--- src/rtl/alu_multicycle.sv ---
// alu_multicycle: execution-stage ALU.
// AND/OR/ADD/SUB/SLT/NOR are combinational. MULT/DIV are signed, run 32
// iterations plus one fix-up cycle, and write the HI/LO registers.
//
// Ports:
//   clk       rising-edge clock
//   reset     asynchronous active-high reset
//   ALUInput  4-bit operation code from ALU control
//   A, B      32-bit operands (A: rs/dividend/multiplicand, B: rt/divisor/multiplier)
//   start     launches MULT/DIV when in idle
//   Result    combinational result, Zero = (Result == 0)
//   busy      high while MULT/DIV is in progress
//   done      one-cycle pulse when HI/LO have been written
//   HI, LO    product high/low word, or remainder/quotient
module alu_multicycle (
  input  logic        clk,
  input  logic        reset,
  input  logic [3:0]  ALUInput,
  input  logic [31:0] A,
  input  logic [31:0] B,
  input  logic        start,
  output logic [31:0] Result,
  output logic        Zero,
  output logic        busy,
  output logic        done,
  output logic [31:0] HI,
  output logic [31:0] LO
);

  localparam logic [3:0] OpAnd  = 4'b0000;
  localparam logic [3:0] OpOr   = 4'b0001;
  localparam logic [3:0] OpAdd  = 4'b0010;
  localparam logic [3:0] OpSub  = 4'b0110;
  localparam logic [3:0] OpSlt  = 4'b0111;
  localparam logic [3:0] OpNor  = 4'b0011;
  localparam logic [3:0] OpMult = 4'b1010;
  localparam logic [3:0] OpDiv  = 4'b1111;

  typedef enum logic [1:0] {StIdle, StRun, StFix} state_t;

  state_t      r_state;
  state_t      w_state_nxt;
  logic [4:0]  r_cnt;
  logic        r_is_div;
  logic        r_neg_q;    // operand signs differ: negate product / quotient
  logic        r_neg_r;    // dividend negative: negate remainder
  logic        r_b_zero;
  logic [31:0] r_mcand;    // multiplicand magnitude (MULT) or divisor magnitude (DIV)
  logic [63:0] r_acc;      // MULT: {partial product, multiplier}; DIV: [31:0] dividend/quotient
  logic [31:0] r_rem;
  logic        r_busy;
  logic        r_done;
  logic [31:0] r_hi;
  logic [31:0] r_lo;

  // Combinational ops
  always_comb begin
    Result = 32'd0;
    case (ALUInput)
      OpAnd:   Result = A & B;
      OpOr:    Result = A | B;
      OpAdd:   Result = A + B;
      OpSub:   Result = A - B;
      OpSlt:   Result = {31'd0, ($signed(A) < $signed(B))};
      OpNor:   Result = ~(A | B);
      default: Result = 32'd0;
    endcase
  end

  assign Zero = (Result == 32'd0);

  logic w_launch;
  assign w_launch = (r_state == StIdle) && start && ((ALUInput == OpMult) || (ALUInput == OpDiv));

  // 0x80000000 maps to 2^31, which still fits an unsigned 32-bit magnitude.
  logic [31:0] w_mag_a, w_mag_b;
  assign w_mag_a = A[31] ? (~A + 32'd1) : A;
  assign w_mag_b = B[31] ? (~B + 32'd1) : B;

  // Shift-add step: conditionally add multiplicand to upper half, shift right.
  logic [32:0] w_mul_sum;
  logic [63:0] w_mul_nxt;
  assign w_mul_sum = {1'b0, r_acc[63:32]} + {1'b0, r_mcand};
  assign w_mul_nxt = r_acc[0] ? {w_mul_sum, r_acc[31:1]} : {1'b0, r_acc[63:1]};

  // Restoring-division step on a 33-bit partial remainder.
  logic [32:0] w_rem_sh, w_rem_sub;
  logic        w_rem_ge;
  logic [31:0] w_rem_nxt, w_quo_nxt;
  assign w_rem_sh  = {r_rem, r_acc[31]};
  assign w_rem_sub = w_rem_sh - {1'b0, r_mcand};
  assign w_rem_ge  = ~w_rem_sub[32];
  assign w_rem_nxt = w_rem_ge ? w_rem_sub[31:0] : w_rem_sh[31:0];
  assign w_quo_nxt = {r_acc[30:0], w_rem_ge};

  // Sign fix-up
  logic [63:0] w_prod;
  logic [31:0] w_quo, w_rem;
  assign w_prod = r_neg_q ? (~r_acc + 64'd1) : r_acc;
  assign w_quo  = r_neg_q ? (~r_acc[31:0] + 32'd1) : r_acc[31:0];
  assign w_rem  = r_neg_r ? (~r_rem + 32'd1) : r_rem;

  always_comb begin
    w_state_nxt = r_state;
    case (r_state)
      StIdle:  if (w_launch) w_state_nxt = StRun;
      StRun:   if (r_cnt == 5'd31) w_state_nxt = StFix;
      StFix:   w_state_nxt = StIdle;
      default: w_state_nxt = StIdle;
    endcase
  end

  always_ff @(posedge clk or posedge reset) begin
    if (reset) begin
      r_state  <= StIdle;
      r_cnt    <= 5'd0;
      r_is_div <= 1'b0;
      r_neg_q  <= 1'b0;
      r_neg_r  <= 1'b0;
      r_b_zero <= 1'b0;
      r_mcand  <= 32'd0;
      r_acc    <= 64'd0;
      r_rem    <= 32'd0;
      r_busy   <= 1'b0;
      r_done   <= 1'b0;
      r_hi     <= 32'd0;
      r_lo     <= 32'd0;
    end else begin
      r_state <= w_state_nxt;
      r_done  <= 1'b0;
      case (r_state)
        StIdle: begin
          if (w_launch) begin
            r_is_div <= (ALUInput == OpDiv);
            r_neg_q  <= A[31] ^ B[31];
            r_neg_r  <= A[31];
            r_b_zero <= (B == 32'd0);
            r_mcand  <= (ALUInput == OpDiv) ? w_mag_b : w_mag_a;
            r_acc    <= {32'd0, (ALUInput == OpDiv) ? w_mag_a : w_mag_b};
            r_rem    <= 32'd0;
            r_cnt    <= 5'd0;
            r_busy   <= 1'b1;
          end
        end
        StRun: begin
          r_cnt <= r_cnt + 5'd1;
          if (r_is_div) begin
            r_acc[31:0] <= w_quo_nxt;
            r_rem       <= w_rem_nxt;
          end else begin
            r_acc <= w_mul_nxt;
          end
        end
        StFix: begin
          r_busy <= 1'b0;
          r_done <= 1'b1;
          if (r_is_div) begin
            // Divide by zero: remainder path already reconstructs A; force quotient to all ones.
            r_lo <= r_b_zero ? 32'hFFFF_FFFF : w_quo;
            r_hi <= w_rem;
          end else begin
            r_hi <= w_prod[63:32];
            r_lo <= w_prod[31:0];
          end
        end
        default: ;
      endcase
    end
  end

  assign busy = r_busy;
  assign done = r_done;
  assign HI   = r_hi;
  assign LO   = r_lo;

endmodule

--- config.mk ---
export PLATFORM = sky130hd
export DESIGN_NAME = alu_multicycle
export DESIGN_NICKNAME = d
export VERILOG_FILES = /design/src/rtl/alu_multicycle.sv
export SDC_FILE = /design/constraint.sdc
export NUM_CORES = 1
export LEC_CHECK = 0
export BUFFER_PORTS_ARGS = -buffer_cell sky130_fd_sc_hd__buf_2
export CORE_MARGIN = 4
export CORE_UTILIZATION = 45
export CTS_BUF_LIST = sky130_fd_sc_hd__clkbuf_4
export DETAILED_ROUTE_END_ITERATION = 16
export GPL_TIMING_DRIVEN = 0
export HOLD_SLACK_MARGIN = 0.03
export SETUP_SLACK_MARGIN = 0.5
export SLEW_MARGIN = 15
export SYNTH_ARGS = -nofsm -noshare
export SYNTH_HDL_FRONTEND = slang
export SYNTH_SLANG_ARGS = --single-unit
export TNS_END_PERCENT = 5
--- constraint.sdc ---
create_clock -name clk -period 9.2 [get_ports clk]
set_input_delay 1.84 -clock clk [delete_from_list [all_inputs] [get_ports clk]]
set_output_delay 1.84 -clock clk [all_outputs]
set_load 0.02 [all_outputs]
* Word-level counts from Yosys, hierarchy flattened
Index checks and enable logic that the tools add are counted.
W data, S select, Z words.
** Word-level totals
- Bits of input ports :: 71
- Register bits after elaboration :: 205
- Logic and storage cells :: 92
- Output and inout port bits :: 99
** Operators by class
- Mux-type cells :: 28
- Add/subtract/negate cells :: 10
- Eq/ne operators :: 14
- Reductions and logical operators :: 15
- Bitwise logic cells :: 10
- Order comparisons :: 1
** Operators by type and width (count)
- $mux W32 :: 14
- $mux W64 :: 3
- $pmux W32 S6 :: 1
- $not A32 Y32 :: 5
- $add A32 B1 Y32 const B :: 4
- $pmux W64 S2 :: 1
- $add A64 B1 Y64 const B :: 1
- $logic_not A32 Y1 :: 2
- $not A64 Y64 :: 1
- $pmux W32 S2 :: 1
- $add A32 B32 Y33 :: 1
- $sub A33 B32 Y33 :: 1
- $add A32 B32 Y32 :: 1
- $and A32 B32 Y32 :: 1
- $lt A32 B32 Y1 :: 1
- $or A32 B32 Y32 :: 1
- $sub A32 B32 Y32 :: 1
- $pmux W5 S2 :: 1
- $eq A4 B2 Y1 const B :: 2
- $eq A4 B3 Y1 const B :: 2
- $eq A4 B4 Y1 const B :: 2
- $ne A2 B2 Y1 const B :: 4
- $reduce_and A2 Y1 :: 4
- $reduce_and A3 Y1 :: 2
- other kinds (17) :: 21

* Longest topological paths before layout
Gate-level depths: netlist (run 1).
- Depth in word-level cells :: 6
- Depth in mapped cells :: 17
- Mapped depth without buffers :: 15

* Worst setup path before layout (run 1)
Ideal clock, no wire load.
- Path kind :: input -> output
- Start point :: input B[8]
- End point :: output Zero
- Slack :: 2.030 ns
- Path buffers :: 1
- Data required time :: 7.360 ns
- Data arrival time :: 5.330 ns
- Cell stages on the path :: 14
- Cell sequence :: inv_1 > ha_1 > clkbuf_1 > nor4_1 > o2111ai_1 > o21ba_2 > o311ai_1 > a21oi_1 > nor2_1 > o221a_1 > a221oi_1 > o21ai_1 > or3_1 > nor4_1
** Between the ends
- Elaborated cells between the ends (all ways) :: 8
- Those cells by class :: add/sub: 2; order compare: 1; mux: 1; bitwise: 3; reduce/logical: 1
** RTL lines
- start: declaration :: RTL line 20 : input logic [31:0] B,
- $sub A32 B32 Y32 / $add A32 B32 Y32 (equally long branches) :: RTL line 63, 62
- $pmux W32 S6 * :: RTL line 59 : case (ALUInput)
- named net Result[25] :: RTL line 22 : output logic [31:0] Result,
- $logic_not A32 Y1 * :: RTL line 70 : assign Zero = (Result == 32'd0);
- end: declaration :: RTL line 23 : output logic Zero,
The timed path passes the listed nets; every way through them passes the cells marked *.

* Worst setup path in the final report (run 1)
- Start point :: input A[11]
- End point :: output Zero
** Between the ends
- Cells in the longest elaborated chain, start to end :: 4
- Elaborated cells between the ends (all ways) :: 8
- Those cells by class :: add/sub: 2; order compare: 1; mux: 1; bitwise: 3; reduce/logical: 1
** RTL lines
- start: declaration :: RTL line 19 : input logic [31:0] A,
- parallel branches: the longest is 2 deep, another holds $sub A32 B32 Y32
- $pmux W32 S6 * :: RTL line 59
- $logic_not A32 Y1 * :: RTL line 70
Mark *: on every way between the ends.

==> results of run 1 <==
[flip-flops by register name (all words and copies together) (netlist names), 2 cells and up]
| register | flops |
|---|---|
| HI | 32 |
| r_acc | 64 |
| r_mcand | 32 |
| r_rem | 32 |
| r_state | 2 |
| LO | 32 |
| r_cnt | 5 |
[critical path, stage by stage]
cell and delay [ps]:
buf_2 170, inv_1 100, ha_1 410, a21oi_1 330, o21ai_0 260, o41ai_1 1030, and3_1 270, a21oi_1 160
a21oi_1 470, o221ai_1 210, a211oi_1 360, nor4b_1 310, nand4b_1 260, nor4_1 250, buf_2 210
[cells by family after synthesis]
| group | Yosys count | synth area share |
|---|---|---|
| simple gates | 880 | 0.199 |
| mux | 84 | 0.0393 |
| fa+ha+maj | 179 | 0.106 |
| xor+xnor | 203 | 0.0830 |
| buf+inv | 335 | 0.0589 |
| flops | 205 | 0.240 |
| compound gates | 909 | 0.274 |
[layer usage]
layer / part of all wire / up-vias / GRT usage
met3: 0.063 / 207 / 0.0393
met1: 0.41 / 11100 / 0.422
met4: 0.050 / 0 / 0.151
met5: 0 / - / 0
li1: - / 10700 / -
met2: 0.48 / 1056 / 0.576
[metrics by stage]
| step | util | instance area, um^2 | setup WS [ps] |
|---|---|---|---|
| 2_1_floorplan | - | 21400 | 1760 |
| 3_3_place_gp | 0.492 | 23000 | -694 |
| 3_5_place_dp | 0.493 | 23000 | 868 |
| 4_1_cts | 0.508 | 23700 | 860 |
| 5_1_grt | 0.508 | 23800 | 533 |
| 6_report | 0.508 | 23800 | 690 |
[final cells by class]
cell class,count,area (um^2)
flip-flops and latches,205,5130
fillers,4762,23000
well taps,607,759
diodes,4,10.0
multi-input cells,2255,15000
clock buffers,84,631
repair buffers,169,868
plain buffers,175,661
clock inverters,8,66.3
inverters,160,608
[path summary, 6_finish.rpt]
kind	end	slack, ps	cells after the start
worst min register to register	HI[19]$_DFFE_PP0P_	470	2
max in group asynchronous	r_mcand[2]$_DFFE_PP0P_	6980	3
worst max register to register	r_rem[31]$_DFFE_PP0P_	4070	16
min in group asynchronous	r_rem[28]$_DFFE_PP0P_	1160	2
worst max-delay path	Zero	690	15
worst min-delay path	HI[19]$_DFFE_PP0P_	470	2
[report_power, final]
part	switching [W]	internal, W
Sequential	0.000533	0.00123
Combinational	0.00283	0.00184
Clock	0.000410	0.000439
[synthesized netlist by cell type (22+ instances only)]
cell type  instances
mux2i_1           84
a21oi_1          225
nand2b_1          45
nor2_1           197
a31oi_1           35
o41ai_1           27
dfrtp_1          205
or4_1             22
xor2_1            84
nand3_1          114
xnor2_1          119
nor4_1            22
o221ai_1          34
nor2b_1           32
nand2_1          275
clkbuf_1         154
ha_1             175
a21o_1            43
nor3_1            37
or3_1             33
o21ai_0          228
a211oi_1          56
inv_1            158
o31ai_1           60
==> results.yml, run 1 <==
yosys:
  syn_inst: 2795
  async_flop_share: 1.00
  synth.area.top_cells: "dfrtp_1 (24%), ha_1 (10%), o21ai_0 (5.3%)"
  ys_seq_area_frac: 0.240
  yosys_warnings: 0
  synth_area_per_cell_um2: 7.66
  ys_ff_latch: 205
  synthesis.area_um2: 21400
  yosys.area.top_type: "dfrtp_1"
  syn_nets: 3045
  synth_flop_cell: "dfrtp_1"
  synth_top_area_share: 0.240
  synth_edf_count: 0
  ys_types: 88
hold_path:
  hold_class: "reg2reg"
  min-delay-start: "HI[19]$_DFFE_PP0P_"
critical_path:
  required_ps: 7360
  cp-startpoint: "A[11]"
  worstPathArrival_ps: 6670
  r2r_start: "r_acc[31]$_DFFE_PP0P_"
  crit_type: "in2out"
  cp-end-kind: "output pin"
  cp_max_fo: 6
  startpoint_type: "input port"
finish:
  drive_above_1_share: 0.0985
  layout_commonest_cell: "nand2_1"
  fin_nets: 3270
  area_growth_pct: 10.9
  final_cell_mix: "nand2_1 (275), o21ai_0 (228), a21oi_1 (225), dfrtp_1 (205), nor2_1 (197)"
  fin_cells: 3667
sta:
  finalClockSkew_ps: 82.2
  timing.fmax_ghz: 0.118
  hold_ws_ps: 471
  setup_viol: 0
  fin_crit_sh: 0.925
  setup_tns_ps: 0
  period_needed_ps: 8510
  drv_slew: 0
  rsz0062_at_grt: "false"
  hold_viol: 0
  relSlewSlack: 0.167
  worst_slew_pin_slew_ps: 1230
global_routing:
  grt_pass1_vias: 22400
  grt-ovfl-total: 0
  groute.usage.overall: 0.335
  grt_pass1_wl_um: 134000
  antenna_found_initial: 3
  grt_start_max_net_pins: 109
floorplanning:
  placementRows: 79
  die_w_um: 226
  ios: 170
  die_area_um2: 51100
  chipHeight_um: 226
  core_area_um2: 46800
  initial_utilization: 0.458
place:
  portBuffers: 168
  dp_hpwl_um: 72000
  dp_cells: 3571
  place.gp.congestion: 0.958
cts:
  cts-root-buf: "clkbuf_4"
  cts_resized: 0
  hold_buffers: 0
  clock-sinks: 205
  cts_made_buffers: 54
  clock_path_buffers: 3
  post_cts_buffers: 0
  htree_levels: 2
  clkTransAtPathRegs_ps: 60
  cts_tree: "yes"
  clk_latency_ps: 790
pwr:
  powerDensity_nw_per_um2: 306
  p_leak_nw: 10.3
  total_power_w: 0.00728
  max-vdd-ir-drop_mv: 0.133
route:
  drc: 0
  dr.pass1.iters: 6
  finalWirelength_um: 88900
  post_drt_wl_per_cell_um: 24.2
  dr.first_iter.drc_count: 2195
  drtAntennaViolNets: 0
  via_count: 23100
  via_per_inst: 6.30
run_status:
  status: "finished, final reports clean"
job:
  cap_viol_max_count: 0
No activity file was read; power rests on OpenSTA's default activity.
==> run 2, diff against run 1 <==
--- a/config.mk
+++ b/config.mk
@@ -5,6 +5,7 @@
 export SDC_FILE = /design/constraint.sdc
 export NUM_CORES = 1
 export LEC_CHECK = 0
+export ABC_AREA = 1
 export BUFFER_PORTS_ARGS = -buffer_cell sky130_fd_sc_hd__buf_2
 export CORE_MARGIN = 4
 export CORE_UTILIZATION = 45
@@ -13,6 +14,7 @@
 export GPL_TIMING_DRIVEN = 0
 export HOLD_SLACK_MARGIN = 0.03
 export SETUP_SLACK_MARGIN = 0.5
+export SKIP_CTS_REPAIR_TIMING = 1
 export SLEW_MARGIN = 15
 export SYNTH_ARGS = -nofsm -noshare
 export SYNTH_HDL_FRONTEND = slang
==> run 2 against run 1 <==
Global-route usage up 4.7 points. Maximum frequency grew 22%. Utilization down 0.45 points. Critical path type unchanged. Critical endpoint unchanged.
==> results.yml, run 2 <==
route:
  dr.pass1.iters: 6
  post_drt_wl_per_cell_um: 23.0
  via_per_inst: 5.75
  dr.first_iter.drc_count: 3236
  finalWirelength_um: 117000
  drc: 0
  drtAntennaViolNets: 0
  via_count: 29200
sta:
  rsz0062_at_grt: "false"
  setup_viol: 0
  hold_viol: 0
  drv_slew: 0
  period_needed_ps: 6960
  relSlewSlack: 0.276
  fin_crit_sh: 0.757
  finalClockSkew_ps: 80.5
  timing.fmax_ghz: 0.144
  worst_slew_pin_slew_ps: 1080
cts:
  cts_tree: "yes"
  clk_latency_ps: 850
  cts-root-buf: "clkbuf_4"
  clock-sinks: 205
  cts_made_buffers: 61
  clkTransAtPathRegs_ps: 60
  htree_levels: 2
  clock_path_buffers: 3
job:
  cap_viol_max_count: 0
hold_path:
  worst_hold_path.num_cells: 2
  hold_class: "reg2reg"
finish:
  multiInputGateArea_um2: 16700
  largest_reg_flops: 64
  final_util: 0.504
  drive_above_1_share: 0.0984
  fin_nets: 4587
  largest-register: "r_acc"
  area_growth_pct: 10.2
  layout_commonest_cell: "nand2_1"
  final_cell_mix: "nand2_1 (998), inv_1 (555), nor2_1 (517), nand3_1 (360), a21oi_1 (302)"
  regArea_um2: 5130
  final.fill_count: 5884
global_routing:
  grt_pass1_wl_um: 171000
  grt_start_max_net_pins: 106
  antenna_found_initial: 7
  grt-ovfl-total: 0
  grt_pass1_vias: 27000
  groute.usage.overall: 0.382
yosys:
  synthesis.area_um2: 24700
  ys_ff_latch: 205
  yosys.area.top_type: "dfrtp_1"
  async_flop_share: 1.00
  synthTopCellsByCount: "nand2_1 (998), inv_1 (556), nor2_1 (517), nand3_1 (360), a21oi_1 (302)"
  synth_edf_count: 0
  synth_top_area_share: 0.207
  ys_types: 65
  yosysMostFrequentCell: "nand2_1"
  synth_flop_cell: "dfrtp_1"
  synth.area.top_cells: "dfrtp_1 (21%), nand2_1 (15%), ha_1 (8.9%)"
  yosys_warnings: 0
  syn_inst: 4103
  syn_nets: 4353
  synth_area_per_cell_um2: 6.03
  ys_seq_area_frac: 0.207
critical_path:
  required_ps: 7360
  cpMostUsedCell: "nand3_1"
  cp-end-kind: "output pin"
  reg2reg_setup_slack_ps: 5190
  r2r_cells: 16
  worstPathArrival_ps: 5120
  cp_max_fo: 10
  cp_slowest_cell: "ha_1"
  startpoint_type: "input port"
  critPathMaxStageDelay_ps: 570
  worstPathCellList: "buf_2 -> clkbuf_1 -> inv_1 -> clkbuf_1 -> ha_1 -> inv_1 -> a21oi_1 -> nand3_1 -> nor2_1 -> nand3_1 -> nand3_1 -> nand2_1 -> nor2_1 -> nand3_1 -> nor2_1 -> buf_2"
  crit_type: "in2out"
place:
  dp_hpwl_um: 97500
  portBuffers: 169
  place.gp.congestion: 1.03
floorplanning:
  initial_utilization: 0.457
  chipHeight_um: 242
  die_area_um2: 58800
  die_w_um: 242
  placementRows: 85
  core_area_um2: 54100
  ios: 170
run_status:
  status: "finished, final reports clean"
pwr:
  powerDensity_nw_per_um2: 285
  max-vdd-ir-drop_mv: 0.230
  total_power_w: 0.00777
  p_leak_nw: 14.0
run 2: changes by cell type after synthesis, sizes merged, moves of 36 or more:
| cell | previous run | this run |
|---|---|---|
| inv | 159 | 576 |
| clkbuf | 154 | 77 |
| buf | 21 | 57 |
| o21ai | 241 | 291 |
| nand4 | 17 | 60 |
| mux2i | 84 | 0 |
| nand2b | 45 | 1 |
| nand2 | 277 | 1016 |
| nand3 | 114 | 373 |
| xnor2 | 119 | 19 |
| a21oi | 225 | 305 |
| a211oi | 56 | 4 |
| o31ai | 61 | 2 |
| nor2 | 198 | 552 |
run 2: logic make-up after synthesis:
kind of cell | Yosys count | share of synthesized area
buf+inv | 718 | 0.116
xor+xnor | 114 | 0.0404
simple gates | 2102 | 0.366
flops | 205 | 0.207
fa+ha+maj | 179 | 0.0917
compound gates | 785 | 0.179
run 2: worst max-delay path, delay by kind of cell:
kind                     cells  cell delay [ps]
adder cells (fa/ha/maj)      1              570
AND/OR/NAND/NOR              8              890
AO/OA/AOI/OAI                1              360
buffers and inverters        6             1420
run 2: metrics by stage:
stage	hold slack (ps)	std cells	TNS (ps)	worst slack, ps	cell area [um^2]
floorplan	453	4103	0	1760	24700
global placement	459	4968	-175060	-913	26500
detailed placement	461	4970	0	2400	26500
CTS	479	5078	0	2380	27200
global route	497	5084	0	2150	27300
finish	477	5085	0	2240	27300
run 2: final timing paths:
check                                         to                 start
setup / recovery                            Zero                 A[31]
hold / removal                HI[25]$_DFFE_PP0P_    HI[25]$_DFFE_PP0P_
setup reg to reg              HI[16]$_DFFE_PP0P_  r_acc[0]$_DFFE_PP0P_
hold reg to reg               HI[25]$_DFFE_PP0P_    HI[25]$_DFFE_PP0P_
max in group asynchronous  r_rem[31]$_DFFE_PP0P_                 reset
min in group asynchronous     LO[18]$_DFFE_PP0P_                 reset
run 2: metal layers:
| layer | part of all wire | track usage |
|---|---|---|
| met4 | 0.055 | 0.186 |
| met2 | 0.43 | 0.586 |
| met3 | 0.094 | 0.0666 |
| met1 | 0.43 | 0.521 |
| met5 | 0.00039 | 0 |
run 2: power by group:
part | internal (W) | leakage, nW | total, W | switching, W
Combinational | 0.00162 | 11.1 | 0.00523 | 0.00361
Clock | 0.000409 | 0.434 | 0.000863 | 0.000454
Sequential | 0.00119 | 2.46 | 0.00168 | 0.000483
Total | 0.00322 | 14.0 | 0.00777 | 0.00455
run 2: area by class of cell:
type / instances / area share
inverter: 584 / 0.0809
sequential: 205 / 0.188
clock buffer: 80 / 0.0220
antenna: 7 / 0.000642
buffer: 134 / 0.0243
tap: 696 / 0.0319
multi-input combinational: 3180 / 0.614
clock inverter: 28 / 0.00468
timing repair buffer: 171 / 0.0330
